==> config.mk <==
export PLATFORM = sky130hd
export DESIGN_NAME = clk_div_prog
export DESIGN_NICKNAME = d
export VERILOG_FILES = /design/src/rtl/clkdiv_pkg.sv /design/src/rtl/clkdiv_ratio_ctrl.sv /design/src/rtl/clk_div_prog.sv
export SDC_FILE = /design/constraint.sdc
export NUM_CORES = 1
export LEC_CHECK = 0
export CAP_MARGIN = 20
export CORE_ASPECT_RATIO = 1.1
export CORE_MARGIN = 2
export CORE_UTILIZATION = 41
export CTS_CLUSTER_DIAMETER = 200
export DETAILED_ROUTE_END_ITERATION = 7
export GPL_TIMING_DRIVEN = 1
export HOLD_SLACK_MARGIN = 0.08
export SYNTH_ARGS = -nofsm -noshare
export SYNTH_HDL_FRONTEND = slang
export SYNTH_SLANG_ARGS = --single-unit
==> constraint.sdc <==
create_clock -name clk -period 3.8 [get_ports clk]
set_clock_uncertainty 0.05 [all_clocks]
set_input_delay 0.76 -clock clk [delete_from_list [all_inputs] [get_ports clk]]
set_output_delay 0.76 -clock clk [all_outputs]
set_load 0.02 [all_outputs]
==> src/rtl/clkdiv_pkg.sv <==
// Shared constants and helpers for the programmable clock divider.
// Holds the default ratio, the minimum legal ratio and the high-time helper.
package clkdiv_pkg;

  localparam int CLKDIV_W       = 8;
  localparam int CLKDIV_DEF_DIV = 4;
  localparam int CLKDIV_MIN_DIV = 2;

  // High phase length for ratio n: ceil(n/2), so odd ratios get the extra cycle high.
  function automatic int unsigned clkdiv_high_cnt(input int unsigned n);
    return n - (n / 2);
  endfunction

endpackage

==> src/rtl/clkdiv_ratio_ctrl.sv <==
// Ratio reload control: valid/ready capture of a new ratio, rejection of
// ratios below the minimum, and application of the pending ratio at a period boundary.
module clkdiv_ratio_ctrl
  import clkdiv_pkg::*;
#(
  parameter int W       = CLKDIV_W,
  parameter int DEF_DIV = CLKDIV_DEF_DIV
) (
  input  logic         clk,
  input  logic         rst,
  input  logic         en,
  input  logic         cnt_last,
  input  logic [W-1:0] div_in,
  input  logic         div_valid,
  output logic         div_ready,
  output logic [W-1:0] div_cur,
  output logic         err
);

  logic [W-1:0] pend_reg;

  // div_ready low means pend_reg holds a ratio waiting for the next boundary.
  always_ff @(posedge clk or negedge rst) begin
    if (!rst) begin
      pend_reg  <= '0;
      div_ready <= 1'b1;
      div_cur   <= W'(DEF_DIV);
      err       <= 1'b0;
    end else begin
      err <= 1'b0;
      if (div_ready && div_valid) begin
        if (div_in >= W'(CLKDIV_MIN_DIV)) begin
          pend_reg  <= div_in;
          div_ready <= 1'b0;
        end else begin
          err <= 1'b1;
        end
      end else if (!div_ready && (!en || cnt_last)) begin
        div_cur   <= pend_reg;
        div_ready <= 1'b1;
      end
    end
  end

endmodule

==> src/rtl/clk_div_prog.sv <==
// Programmable integer clock divider with registered clk_out and edge ticks.
// Optional fall_tick output is built when CLKDIV_FALL_TICK_EN is defined.
module clk_div_prog
  import clkdiv_pkg::*;
#(
  parameter int W       = CLKDIV_W,
  parameter int DEF_DIV = CLKDIV_DEF_DIV
) (
  input  logic         clk,
  input  logic         rst,
  input  logic         en,
  input  logic [W-1:0] div_in,
  input  logic         div_valid,
  output logic         div_ready,
  output logic         clk_out,
  output logic         rise_tick,
`ifdef CLKDIV_FALL_TICK_EN
  output logic         fall_tick,
`endif
  output logic [W-1:0] div_cur,
  output logic         err
);

  logic [W-1:0] cnt_reg;
  logic [W-1:0] cnt_next;
  logic [W-1:0] high_cnt;
  logic         clk_out_next;
  logic         cnt_last;

  assign high_cnt = W'(clkdiv_high_cnt(32'(div_cur)));
  assign cnt_last = (cnt_reg == (div_cur - W'(1)));

  clkdiv_ratio_ctrl #(
    .W       (W),
    .DEF_DIV (DEF_DIV)
  ) u_ratio_ctrl (
    .clk       (clk),
    .rst       (rst),
    .en        (en),
    .cnt_last  (cnt_last),
    .div_in    (div_in),
    .div_valid (div_valid),
    .div_ready (div_ready),
    .div_cur   (div_cur),
    .err       (err)
  );

  // clk_out is derived from the phase being left, so a ratio loaded at the
  // wrap only shapes the period that follows it.
  always_comb begin
    cnt_next     = '0;
    clk_out_next = 1'b0;
    if (en) begin
      cnt_next     = cnt_last ? '0 : cnt_reg + W'(1);
      clk_out_next = (cnt_reg < high_cnt);
    end
  end

  always_ff @(posedge clk or negedge rst) begin
    if (!rst) begin
      cnt_reg <= '0;
      clk_out <= 1'b0;
    end else begin
      cnt_reg <= cnt_next;
      clk_out <= clk_out_next;
    end
  end

`ifdef CLKDIV_FALL_TICK_EN
  always_ff @(posedge clk or negedge rst) begin
    if (!rst) begin
      rise_tick <= 1'b0;
      fall_tick <= 1'b0;
    end else begin
      rise_tick <= clk_out_next & ~clk_out;
      fall_tick <= ~clk_out_next & clk_out;
    end
  end
`else
  always_ff @(posedge clk or negedge rst) begin
    if (!rst) begin
      rise_tick <= 1'b0;
    end else begin
      rise_tick <= clk_out_next & ~clk_out;
    end
  end
`endif

endmodule

# --- Word-level counts from Yosys, hierarchy flattened ---
# Index checks and enable logic that the tools add are counted.
op_classes:
  add_sub_neg: 3
  magnitude_cmp: 2
  eq_ne: 2
  mux: 8
  n_bitwise: 3
  reduce_logical: 9
ops:
  columns: ["operator", "n"]
  rows:
  - ["2-to-1 mux 8 bit", 2]
  - ["adder 8 x 1 -> 8 bit, second input constant", 1]
  - ["equality test 8 bit", 1]
  - [">= comparator 8 x 2 -> 1 bit, second input constant", 1]
  - ["< comparator 8 bit", 1]
  - ["subtractor 8 x 1 -> 8 bit, second input constant", 1]
  - ["subtractor 8 x 7 -> 8 bit", 1]
  - ["2-to-1 mux 1 bit", 6]
  - ["AND reduction 2 bit", 3]
  - ["logical AND 1 bit", 2]
  - ["zero test 1 bit", 2]
  - ["!= test 2 bit, second input constant", 1]
  - ["inverter 1 bit", 2]
  - ["nonzero test 2 bit", 1]
  - ["bitwise AND 1 bit", 1]
  - ["logical OR 1 bit", 1]
word_totals:
  ff_bits: 28
  in_bits: 12
  output_inout_bits: 12
  word_cells: 34

# --- Longest topological paths before layout ---
logic_depth:
  word_depth: 6
  mapped_depth: 14
  depth_no_buf: 14

# --- Hierarchy ---
# Synthesis repeated with hierarchy kept, for this count alone.
unflattened:
  hier_cells: 171
  area_unflattened_um2: 1885.6
by_module_without_submodules:
  columns: ["module", "n_inst", "cells_per_inst", "area_per_inst_um2", "seq_area_each_um2"]
  rows:
  - ["clk_div_prog", 1, 126, 1183.6, 250.2]
  - ["clkdiv_ratio_ctrl", 1, 45, 701.9, 452.9]

# --- Worst setup path before layout ---
# OpenSTA, ideal clock, no wires.
synth_path:
  path_type: "flip-flop to flip-flop"
  start: "reg u_ratio_ctrl.div_cur[2]"
  end: "reg rise_tick"
  setup_time_ns: 0.125
  arrival_ns: 2.690
  required_time_ns: 3.625
  setup_slack_ns: 0.935
  path_stages_with_launch: 13
  n_path_buf: 0
  synth_period_minus_slack_ns: 2.865
  cell_sequence: "dfstp_2 inv_1 ha_1 o21ba_2 o21ai_0 a221oi_1 o21bai_1 a21oi_1 xnor2_1 ha_1 o211ai_1 nor3_1 a2111oi_0"
synth_between:
  elab_chain_len: 4
synth_lines:
  columns: ["element", "line_no", "text"]
  rows:
  - ["start, declared", "clkdiv_ratio_ctrl.sv:16", "output logic [W-1:0] div_cur,"]
  - ["start signal, assigned", "clkdiv_ratio_ctrl.sv:27", "div_cur <= W'(DEF_DIV);"]
  - ["start signal, assigned", "clkdiv_ratio_ctrl.sv:39", "div_cur <= pend_reg;"]
  - ["subtractor 8 x 7 -> 8 bit", "clkdiv_pkg.sv:11", "return n - (n / 2);"]
  - ["< comparator 8 bit", "clk_div_prog.sv:55", "clk_out_next = (cnt_reg < high_cnt);"]
  - ["2-to-1 mux 1 bit", "clk_div_prog.sv:53", "if (en) begin"]
  - ["bitwise AND 1 bit", "clk_div_prog.sv:84", "rise_tick <= clk_out_next & ~clk_out;"]
  - ["end signal, assigned", "clk_div_prog.sv:84", null]
  - ["end, declared", "clk_div_prog.sv:16", "output logic rise_tick,"]
# No other way between the ends.
# A chain may end at the register's enable or synchronous reset.

# --- Worst setup path after layout ---
# Ends and elaborated chain as after synthesis.

==> results.json <==
{
  "outcome": "finished clean",
  "holdBufCountCts": 0,
  "die_h_um": 74.2,
  "post_cts_resized": 0,
  "final_nets": 227,
  "crit_path_start": "u_ratio_ctrl.div_cur[2]$_DFFE_PN1P_",
  "n_antenna_cell": 0,
  "clk_path_buf_depth": 2,
  "dp_hpwl_um": 2760,
  "met2_length_um": 1690,
  "area_growth_pct": 18.9,
  "synthAdderAreaFrac_pct": 16.8,
  "hold_start": "clk_out$_DFF_PN0_",
  "critPathSlowestCell": "dfstp_2",
  "tritoncts": "yes",
  "synth.distinct_cells": 35,
  "dp.cells": 240,
  "synth_area_um2": 1840,
  "reg2reg_depth": 12,
  "path_common_cell": "ha_1",
  "path_class": "reg -> reg",
  "arrival_ns": 3.11,
  "first_global_vias": 1253,
  "io_buffers": 23,
  "routabilityCongestion": 0.776,
  "critPathLaunchType": "register",
  "drive_gt1_share_pct": 13.7,
  "cp_max_fo": 5,
  "setup_viol": 0,
  "worst_path_largest_cell_delay_ns": 0.58,
  "worstSkewPairLatency_ns": 0.26,
  "top_layer": "met4",
  "synth_nets": 198,
  "met1_length_um": 1540,
  "reg2reg_slack_ns": 0.78,
  "clk_pin_slew_ns": 0.09,
  "netlist_instances": 162,
  "finalSetupTns_ns": 0,
  "final.min_clock_period_ns": 3.02,
  "crit_chain": "inv_1, ha_1, o21ba_2, o21ai_0, a221oi_1, o21bai_1, a21oi_1, xnor2_1, ha_1, o211ai_1, nor3_1, a2111oi_0",
  "synth-edff-count": 0,
  "routed_via_density": 4.96,
  "clkSinkCount": 28,
  "met3_length_um": 79,
  "ys_ff_latch": 28,
  "fin_util_pct": 50.6,
  "dieArea_um2": 5030,
  "fillers": 392,
  "synthArstFlopShare_pct": 100,
  "die_x_um": 67.8,
  "place_ws_ns": 0.760,
  "rsz0062_at_grt": "no",
  "wl_um": 3330,
  "synth.mux.area_fraction_pct": 10.8,
  "slew_headroom_pct": 68.0,
  "drv_slew": 0,
  "critical_path_required_ns": 3.89,
  "p_per_area_nw_per_um2": 805,
  "fmax_mhz": 331,
  "start_util_pct": 42.6,
  "regArea_um2": 703,
  "yosys_warnings": 0,
  "synth_top_family_by_area": "adder cells",
  "ant_nets": 0,
  "worst_slew_pin_slew_ns": 0.480,
  "firstDrtPassIters": 2,
  "fin_area_um2": 2180,
  "cap_viol_max_count": 0,
  "rows": 25,
  "p_leak_nw": 1.02,
  "min_to": "rise_tick$_DFF_PN0_",
  "synth-main-ff-cell": "dfrtp_1",
  "overflow": 0,
  "vias": 1210,
  "final_hold_viol_count": 0,
  "crit_path_end_kind": "register",
  "cts_made_buffers": 3,
  "synthSimpleGateAreaFrac_pct": 9.06,
  "finalCritPeriodShare_pct": 79.5,
  "grt_max_degree": 29,
  "cts_root_buffer": "clkbuf_8",
  "detailed_place.area_um2": 2140,
  "drc": 0,
  "synth-xor-area-share_pct": 11.9,
  "worst_slack_ns": 0.779,
  "pin_count": 24,
  "min_path_type": "reg -> reg",
  "htree_levels": 1,
  "reg2reg_to": "rise_tick$_DFF_PN0_",
  "antenna_found_initial": 0,
  "ir_drop_mv": 0.335,
  "avgRoutedWirePerCell_um": 13.7,
  "stdcell_count": 244,
  "multiInputGateArea_um2": 1070,
  "grt.total_usage_pct": 14.9,
  "fp.coreArea_um2": 4320,
  "yosysSeqAreaShare_pct": 38.3,
  "min_path_cells": 1,
  "reg2reg_from": "u_ratio_ctrl.div_cur[2]$_DFFE_PN1P_",
  "grt_pass1_wl_um": 5680,
  "syn_avg_cell_area_um2": 11.3,
  "synth_compound_area_share_pct": 9.67,
  "cts_setup_buffers": 0,
  "drt_iter0_markers": 40
}
==> synth_stat cells, drive strengths merged (2+ instances only) <==
master | count | area, µm²
a21o | 3 | 22.5
dfstp | 2 | 52.6
a21oi | 3 | 15.0
xor2 | 10 | 87.6
nand2 | 4 | 15.0
and2b | 2 | 17.5
dfrtp | 26 | 651
nand2b | 3 | 18.8
xnor2 | 15 | 131
nor3 | 3 | 15.0
and3 | 2 | 12.5
nand3 | 3 | 15.0
a211oi | 2 | 15.0
ha | 23 | 288
o21ai | 2 | 10.0
nor2 | 14 | 52.6
mux2 | 15 | 199
a21boi | 2 | 15.0
inv | 14 | 52.6
==> cell type report <==
cell class	instances	share of cell area, %
Multi-Input combinational cell	119	49.0
Sequential cell	28	32.2
Tap cell	54	3.09
Inverter	14	2.41
Timing Repair Buffer	25	11.2
Clock buffer	4	2.06
==> how the worst max path moves through the flow <==
stage                                endpoint  slack (ns)  depth (start not counted)
after floorplan           rise_tick$_DFF_PN0_        0.94                         12
after global placement    rise_tick$_DFF_PN0_        0.86                         12
after detailed placement  rise_tick$_DFF_PN0_        0.76                         12
after CTS                 rise_tick$_DFF_PN0_        0.74                         12
after global routing      rise_tick$_DFF_PN0_        0.34                         12
final                     rise_tick$_DFF_PN0_        0.78                         12
==> kinds of logic after synthesis <==
logic type	count (synthesis)
AND/OR/NAND/NOR	34
XOR/XNOR	25
flip-flops	28
adder cells (fa/ha/maj)	24
multiplexers	15
buffers and inverters	15
AO/OA/AOI/OAI	21
==> critical path, delay by kind of cell (launching register included) <==
family / cells / cell delay (ns)
xor gates and xnor gates: 1 / 0.14
AOI/OAI and AO/OA: 7 / 1.36
buffers and inverters: 1 / 0.11
adders and majority gates: 2 / 0.56
DFF: 1 / 0.58
and+or+nand+nor: 1 / 0.09
==> routing by layer <==
metal / global-route usage, % / vias up
met5: 0 / -
met4: 4.67 / 0
met3: 1.51 / 2
met2: 26.0 / 17
met1: 19.3 / 585
li1: - / 606
==> power breakdown <==
part	internal, W	switching (W)	leakage [nW]
registers	0.000378	0.000105	0.345
logic	0.000557	0.000560	0.652
clock network	0.0000749	0.0000826	0.0228
==> through the flow <==
step	total power, W	hold slack (ns)
floorplan	0.00131	0.413
global placement	0.00158	0.375
detailed placement	0.00162	0.379
CTS	0.00178	0.392
global route	0.00194	0.414
finish	0.00176	0.387
==> cell usage in the layout (no fill, tap or decap), types with 3 or more instances in the layout <==
cell             Yosys  final
inv_1               14     14
dfrtp_1             26     26
xor2_1              10     10
a21oi_1              3      3
clkdlybuf4s50_1      0     23
nor2_1              14     14
mux2_2               7      7
nor3_1               3      3
nand2_1              4      4
xnor2_1             15     15
ha_1                23     23
nand2b_1             3      3
mux2_4               8      8
nand3_1              3      3
a21o_1               3      3
clkbuf_8             0      3
No activity file was read; power rests on OpenSTA's default activity.
